## src/rtl/uart_tx.sv

```systemverilog
// UART transmitter: start bit, DATA_WIDTH data bits LSB first, optional parity, stop bit.
// A one-entry holding register behind a valid/ready handshake lets frames run back to back.
module uart_tx #(
  parameter int CLKS_PER_BIT = 16,
  parameter int DATA_WIDTH   = 8,
  parameter int PARITY_EN    = 1,
  parameter int PARITY_ODD   = 0
) (
  input  logic                  clk,
  input  logic                  rst,
  input  logic [DATA_WIDTH-1:0] data_in,
  input  logic                  data_valid,
  output logic                  tx_ready,
  output logic                  TX,
  output logic                  busy,
  output logic                  tx_done
);

  localparam int CNT_W = (CLKS_PER_BIT > 1) ? $clog2(CLKS_PER_BIT) : 1;
  localparam int BIT_W = $clog2(DATA_WIDTH + 1);
  localparam logic [CNT_W-1:0] CNT_LAST = CNT_W'(CLKS_PER_BIT - 1);
  localparam logic [BIT_W-1:0] BIT_LAST = BIT_W'(DATA_WIDTH - 1);
  localparam logic PAR_EN  = (PARITY_EN != 0);
  localparam logic PAR_ODD = (PARITY_ODD != 0);

  typedef enum logic [2:0] {IDLE, START, DATA, PARITY, STOP} state_t;

  state_t                state_reg, state_next;
  logic [CNT_W-1:0]      clk_cnt_reg, clk_cnt_next;
  logic [BIT_W-1:0]      bit_cnt_reg, bit_cnt_next;
  logic [DATA_WIDTH-1:0] shift_reg, shift_next;
  logic                  parity_reg, parity_next;
  logic [DATA_WIDTH-1:0] hold_reg, hold_next;
  logic                  hold_full_reg, hold_full_next;
  logic                  tx_next, busy_next, done_next;
  logic                  last_tick;
  logic                  load;

  assign tx_ready  = ~hold_full_reg;
  assign last_tick = (clk_cnt_reg == CNT_LAST);

  always_ff @(posedge clk or posedge rst) begin
    if (rst) begin
      state_reg     <= IDLE;
      clk_cnt_reg   <= '0;
      bit_cnt_reg   <= '0;
      shift_reg     <= '0;
      parity_reg    <= 1'b0;
      hold_reg      <= '0;
      hold_full_reg <= 1'b0;
      TX            <= 1'b1;
      busy          <= 1'b0;
      tx_done       <= 1'b0;
    end else begin
      state_reg     <= state_next;
      clk_cnt_reg   <= clk_cnt_next;
      bit_cnt_reg   <= bit_cnt_next;
      shift_reg     <= shift_next;
      parity_reg    <= parity_next;
      hold_reg      <= hold_next;
      hold_full_reg <= hold_full_next;
      TX            <= tx_next;
      busy          <= busy_next;
      tx_done       <= done_next;
    end
  end

  always_comb begin
    state_next     = state_reg;
    clk_cnt_next   = clk_cnt_reg;
    bit_cnt_next   = bit_cnt_reg;
    shift_next     = shift_reg;
    parity_next    = parity_reg;
    hold_next      = hold_reg;
    hold_full_next = hold_full_reg;
    load           = 1'b0;

    case (state_reg)
      IDLE: begin
        if (hold_full_reg) begin
          state_next   = START;
          clk_cnt_next = '0;
          load         = 1'b1;
        end
      end
      START: begin
        if (last_tick) begin
          state_next   = DATA;
          clk_cnt_next = '0;
          bit_cnt_next = '0;
        end else begin
          clk_cnt_next = clk_cnt_reg + CNT_W'(1);
        end
      end
      DATA: begin
        if (last_tick) begin
          clk_cnt_next = '0;
          shift_next   = shift_reg >> 1;
          bit_cnt_next = bit_cnt_reg + BIT_W'(1);
          if (bit_cnt_reg == BIT_LAST) begin
            state_next = PAR_EN ? PARITY : STOP;
          end
        end else begin
          clk_cnt_next = clk_cnt_reg + CNT_W'(1);
        end
      end
      PARITY: begin
        if (last_tick) begin
          state_next   = STOP;
          clk_cnt_next = '0;
        end else begin
          clk_cnt_next = clk_cnt_reg + CNT_W'(1);
        end
      end
      STOP: begin
        if (last_tick) begin
          clk_cnt_next = '0;
          // A waiting byte goes straight into the next start bit with no idle gap.
          if (hold_full_reg) begin
            state_next = START;
            load       = 1'b1;
          end else begin
            state_next = IDLE;
          end
        end else begin
          clk_cnt_next = clk_cnt_reg + CNT_W'(1);
        end
      end
      default: begin
        state_next   = IDLE;
        clk_cnt_next = '0;
      end
    endcase

    if (load) begin
      shift_next     = hold_reg;
      parity_next    = (^hold_reg) ^ PAR_ODD;
      hold_full_next = 1'b0;
    end

    // Acceptance depends only on the pre-edge empty flag, so it never collides with load.
    if (data_valid && !hold_full_reg) begin
      hold_next      = data_in;
      hold_full_next = 1'b1;
    end

    case (state_next)
      START:   tx_next = 1'b0;
      DATA:    tx_next = shift_next[0];
      PARITY:  tx_next = parity_next;
      default: tx_next = 1'b1;
    endcase
    busy_next = (state_next != IDLE);
    done_next = (state_next == STOP) && (clk_cnt_next == CNT_LAST);
  end

endmodule

```

## config.mk

```make
export PLATFORM = sky130hd
export DESIGN_NAME = uart_tx
export DESIGN_NICKNAME = d
export VERILOG_FILES = /design/src/rtl/uart_tx.sv
export SDC_FILE = /design/constraint.sdc
export NUM_CORES = 1
export LEC_CHECK = 0
export ABC_AREA = 0
export CORE_ASPECT_RATIO = 2
export CORE_UTILIZATION = 55
export CTS_BUF_LIST = sky130_fd_sc_hd__clkbuf_2 sky130_fd_sc_hd__clkbuf_4 sky130_fd_sc_hd__clkbuf_8
export CTS_CLUSTER_DIAMETER = 80
export DETAILED_ROUTE_END_ITERATION = 8
export GPL_TIMING_DRIVEN = 1
export PLACE_DENSITY = 0.76
export SLEW_MARGIN = 20
export SYNTH_ARGS = -nofsm -noshare
export SYNTH_HDL_FRONTEND = slang
export SYNTH_SLANG_ARGS = --single-unit
```

## constraint.sdc

```tcl
create_clock -name clk -period 2.4 [get_ports clk]
set_input_delay 0.36 -clock clk [delete_from_list [all_inputs] [get_ports clk]]
set_output_delay 0.36 -clock clk [all_outputs]
set_load 0.03 [all_outputs]
```

==> results_dict.tcl, run 1 <==
set metrics [dict create \
    outcome "finished, final reports clean" \
    post_cts_buffers 0 \
    io_buffer_count 14 \
    finalClockSkew_ps 6.75 \
    drtIter0Drc 26 \
    drc_errors 0 \
    fmax_mhz 493 \
    synth-async-reset-ratio 1.00 \
    gp_congestion 0.825 \
    layout.cells.most_common "dfrtp_1" \
    holdWs_ps 444 \
    synth.cell_area_um2 1740 \
    synth_top_area_cell "dfrtp_1" \
    root_buffer "clkbuf_8" \
    final_cell_mix "dfrtp_1, clkdlybuf4s50_1, nor2_1, nand2_1" \
    cpMaxStageDelayCell "clkdlybuf4s50_1" \
    cts_buffer_depth 2 \
    peakVddDrop_uv 961 \
    multi_input_comb_area_um2 840 \
    die_y_um 81.5 \
    critical_path_class "flip-flop to output port" \
    fp.coreArea_um2 2980 \
    crit_chain "inv_1 > clkdlybuf4s50_1" \
    antenna_cells 0 \
    setup_viol 0 \
    worstSetupEndpointType "output port" \
    hp-class "input pin to async pin" \
    avgRoutedWirePerCell_um 17.4 \
    grt_overflow 0 \
    grt_setup_unrepaired "no" \
    r2r_slack_ps 380 \
    synth_nets 176 \
    ios 15 \
    leakage_nw 0.830 \
    first_pass_iters 4 \
    cts_resized 0 \
    synthFlopType "dfrtp_1" \
    hold_violations 0 \
    viasPerCell 6.19 \
    dp_slack_ps 412 \
    final.setup.worst_slack_ps 372 \
    worstSkewPairLatency_ps 290 \
    cp_top_family "buffers and inverters" \
    post-dp-hpwl_um 2740 \
    postSynthCellCount 163 \
    vias 1288 \
    cpPeakStageDelay_ps 720 \
    cap_viol_max_count 0 \
    grt_max_degree 33 \
    synth.avg_cell_area_um2 10.7 \
    grt.total_usage 0.244 \
    holdBufCountCts 0 \
    ys_ff_latch 32 \
    fin_crit_sh 0.845 \
    tightest_slew_ps 635 \
    relSlewSlack 0.577 \
    worstPathRequired_ps 2040 \
    nets 190 \
    grt_pass1_wl_um 6110 \
    htree_num_levels 2 \
    regArea_um2 802 \
    clk_pin_slew_worst_paths_ps 70 \
    drive_gt1_frac 0.169 \
    min_period_ps 2030 \
    ys_warn_count 0 \
    start_kind "flip-flop" \
    maxSlewViolCount 0 \
    synth.area.top_cells "dfrtp_1, mux2_2, xnor2_1" \
    antenna_found_initial 0 \
    grt_pass1_vias 1384 \
    syn_to_final_growth_pct 13.5 \
    synth_seq_area_share 0.462 \
    fp.dieW_um 41.7 \
    total_power_w 0.00258 \
    ys_types 47 \
    cp_data_arrival_time_ps 1670 \
    numCtsBuffers 5 \
    powerDensity_nw_per_um2 1310 \
    dpl_cell_area_um2 1880 \
    clock-sinks 32 \
    synth_top_area_share 0.447 \
    setup_tns_ps 0 \
    rows 28 \
    synth_edf_count 0 \
    die_area_um2 3400 \
    initial_utilization 0.583 \
    critical_path_buf_inv_count 2 \
    fill_cells 247 \
    routed_wl_um 3620 \
    cp_max_fo 5 \
    cts_tree "done" \
    fin_area_um2 1970 \
    ant_nets 0 \
]
[layout make-up]
cell class,instances,area share
sequential,32,0.407
inverter,6,0.0114
tap,30,0.0190
clock inverter,2,0.00508
timing repair buffer,19,0.0901
clock buffer,6,0.0419
multi-input combinational,113,0.426
[worst paths after layout]
kind | start | end | cells after the start
max | hold_full_reg$_DFFE_PP0P_ | tx_ready | 2
max in group asynchronous | rst | TX$_DFF_PP1_ | 3
max reg2reg | clk_cnt_reg[0]$_DFF_PP0_ | shift_reg[5]$_DFFE_PP0P_ | 5
min in group clk | shift_reg[1]$_DFFE_PP0P_ | shift_reg[1]$_DFFE_PP0P_ | 1
min | rst | busy$_DFF_PP0_ | 3
min reg2reg | shift_reg[1]$_DFFE_PP0P_ | shift_reg[1]$_DFFE_PP0P_ | 1
[synth_stat cells (2+ instances only)]
library cell and number:
buf_2 4, nand2b_1 4, clkbuf_1 4, dfrtp_1 31, xnor2_1 9, buf_6 3
inv_1 6, ha_1 2, nand3_1 4, a21oi_1 5, a211oi_2 2, a211oi_1 3
o2bb2ai_1 2, and3_1 2, o32ai_1 2, nor2_1 10, nand2_1 10, nor4_1 2
and4b_1 2, o21ai_0 5, mux2_2 9, a21o_1 8, a22o_1 8, nor2b_1 3
[cell families (layout without fill, tap and decap cells)]
logic type	after synthesis	in the layout	share of synthesized area
buffers and inverters	18	33	0.0547
AOI/OAI and AO/OA	47	47	0.217
DFF	32	32	0.462
muxes	9	9	0.0584
adders and majority gates	2	2	0.0144
and+or+nand+nor	45	45	0.143
xor gates and xnor gates	10	10	0.0504
[where the power goes]
| part | internal, W | leakage [nW] | total (W) | switching (W) |
|---|---|---|---|---|
| clock network | 0.000228 | 0.0510 | 0.000424 | 0.000196 |
| logic | 0.000569 | 0.396 | 0.00114 | 0.000573 |
| registers | 0.000774 | 0.383 | 0.00102 | 0.000243 |
| total | 0.00157 | 0.830 | 0.00258 | 0.00101 |
[routing by layer]
metal | up-vias | track usage | routed length [um]
met5 | - | 0 | 0
met4 | 0 | 0.126 | 87
met3 | 8 | 0.0418 | 74
met2 | 26 | 0.494 | 2220
met1 | 639 | 0.221 | 1240
li1 | 615 | - | -
[tightest hold or removal path, cell delays in order]
cell and delay, ps:
clkdlybuf4s50_1 390, inv_1 50, buf_4 350
[through the flow]
step	instances	util
global placement	200	0.631
finish	208	0.662
global route	208	0.662
detailed placement	200	0.631
floorplan	163	-
CTS	208	0.662
Note: power is estimated with default switching activity, not from simulation.
==> inputs of run 2 (changes only) <==
--- a/config.mk
+++ b/config.mk
@@ -7,12 +7,12 @@
 export LEC_CHECK = 0
 export ABC_AREA = 0
 export CORE_ASPECT_RATIO = 2
-export CORE_UTILIZATION = 55
+export CORE_UTILIZATION = 54
 export CTS_BUF_LIST = sky130_fd_sc_hd__clkbuf_2 sky130_fd_sc_hd__clkbuf_4 sky130_fd_sc_hd__clkbuf_8
 export CTS_CLUSTER_DIAMETER = 80
 export DETAILED_ROUTE_END_ITERATION = 8
 export GPL_TIMING_DRIVEN = 1
-export PLACE_DENSITY = 0.76
+export PLACE_DENSITY = 0.78
 export SLEW_MARGIN = 20
 export SYNTH_ARGS = -nofsm -noshare
 export SYNTH_HDL_FRONTEND = slang
==> constraint.sdc (replaced) <==
create_clock -name clk -period 1.7 [get_ports clk]
set_input_delay 0.255 -clock clk [delete_from_list [all_inputs] [get_ports clk]]
set_output_delay 0.255 -clock clk [all_outputs]
set_load 0.03 [all_outputs]
==> run 2 against run 1 <==
Net effect:
- flip-flop and latch count unchanged
- combinational power increased by 75%
- design area increased by 10%
- first-iteration DRC count increased by 73%
==> results_dict.tcl, run 2 (synthesized netlist as in run 1, its figures left out) <==
set metrics [dict create \
    outcome "finished, final reports clean" \
    cp_top_family "compound AO/OA/AOI/OAI gates" \
    drive_gt1_frac 0.286 \
    ant_nets 0 \
    critical_path_buf_inv_count 0 \
    rows 28 \
    die_area_um2 3460 \
    drtIter0Drc 45 \
    cp_data_arrival_time_ps 1800 \
    rr_worst_depth 5 \
    viasPerCell 6.29 \
    io_buffer_count 14 \
    grt_max_degree 33 \
    setup_viol 0 \
    layout.cells.non_filler 226 \
    post-route-util 0.720 \
    layout.cells.most_common "dfrtp_1" \
    relSlewSlack 0.676 \
    cts_buffer_depth 2 \
    first_pass_iters 4 \
    final_cell_mix "dfrtp_1, buf_4, clkdlybuf4s50_1" \
    worstSetupEndpointType "flip-flop" \
    htree_num_levels 2 \
    holdBufCountCts 0 \
    critical_path_class "flip-flop to flip-flop" \
    worstReg2RegStart "bit_cnt_reg[0]$_DFFE_PP0P_" \
    leakage_nw 0.935 \
    ios 15 \
    fmax_mhz 610 \
    drc_errors 0 \
    tightest_slew_ps 473 \
    maxSlewViolCount 0 \
    clock-sinks 32 \
    dp.cells 216 \
    cpPeakStageDelay_ps 380 \
    grt.total_usage 0.265 \
    syn_to_final_growth_pct 24.9 \
    powerDensity_nw_per_um2 1860 \
    die_y_um 82.2 \
    dpl_cell_area_um2 2000 \
    grt_pass1_wl_um 6760 \
    min_period_ps 1640 \
    hold_violations 0 \
    fp.coreArea_um2 3010 \
    multi_input_comb_area_um2 892 \
    crit_chain "ha_2 > and4b_2 > a211oi_4 > nor2_2 > a311o_1" \
    total_power_w 0.00403 \
    antenna_cells 0 \
    routed_wl_um 4190 \
    nets 209 \
    cp_max_fo 3 \
    avgRoutedWirePerCell_um 18.5 \
    fin_area_um2 2170 \
    worstSkewPairLatency_ps 280 \
    fill_cells 209 \
    start_kind "flip-flop" \
    finalClockSkew_ps 6.14 \
    fin_crit_sh 0.965 \
    grt_pass1_vias 1529 \
    root_buffer "clkbuf_8" \
    gp_congestion 0.840 \
    startpoint "bit_cnt_reg[0]$_DFFE_PP0P_" \
    worstPathRequired_ps 1860 \
    cap_viol_max_count 0 \
    cts_tree "done" \
    fp.dieW_um 42.1 \
    vias 1422 \
    r2r_slack_ps 60 \
    antenna_found_initial 0 \
    numCtsBuffers 5 \
    cpMaxStageDelayCell "dfrtp_1" \
    clk_pin_slew_worst_paths_ps 60 \
    regArea_um2 802 \
    grt_overflow 0 \
    peakVddDrop_uv 1260 \
    post-dp-hpwl_um 3030 \
    hp-class "input pin to async pin" \
    initial_utilization 0.576 \
    holdWs_ps 352 \
    rr_endpoint "busy$_DFF_PP0_" \
]
[run 2: changes by cell type in the layout (fill, tap and decap cells not counted), moves of 2 or more]
cell | before | now
dlygate4sd2_1 | 0 | 2
buf_4 | 5 | 24
clkinv_2 | 2 | 0
clkdlybuf4s50_1 | 14 | 12
ha_1 | 2 | 0
[run 2: power by group]
part / switching [W] / internal, W
Clock: 0.000260 / 0.000360
Sequential: 0.000313 / 0.00109
Combinational: 0.000988 / 0.00101
[run 2: final cells by class]
cell class              instances  area share
clock buffers                   7      0.0444
flip-flops and latches         32       0.370
repair buffers                 38       0.147
well taps                      30      0.0173
multi-input cells             113       0.411
inverters                       6      0.0104
[run 2: worst max-delay path by stage]
stage                             endpoint  slack [ps]  cells after the start
CTS                         busy$_DFF_PP0_           4                      5
global placement            busy$_DFF_PP0_          10                      5
finish                      busy$_DFF_PP0_          60                      5
detailed placement          busy$_DFF_PP0_         -20                      5
floorplan                   busy$_DFF_PP0_          20                      6
global route        shift_reg[0]$_DFF_PP0_          -9                      5
[run 2: routing by layer]
layer,up-vias,wire length (um),track usage,share of wire
met4,0,144,0.159,0.034
li1,654,-,-,-
met1,716,1420,0.239,0.34
met5,-,0,0,0
met2,38,2520,0.536,0.60
met3,14,99,0.0348,0.024
[run 2: what timing repair did]
action,4_1_cts,5_1_grt
pin swaps,2,4
gates resized for setup,5,8
buffers inserted,2,1
endpoints found under the setup margin,4,6
[run 2: worst reg2reg max path, cell delays in order (launching register included)]
cell      delay (ps)
dfrtp_1          380
ha_2             200
and4b_2          260
a211oi_4         300
nor2_2            80
a311o_1          300
[run 2: metrics by stage]
step / TNS [ps] / setup WS (ps)
3_5_place_dp: -34.3 / -20.8
6_report: 0 / 59.7
4_1_cts: 0 / 4.35
3_3_place_gp: 0 / 12.7
2_1_floorplan: 0 / 23.5
5_1_grt: -8.97 / -8.97
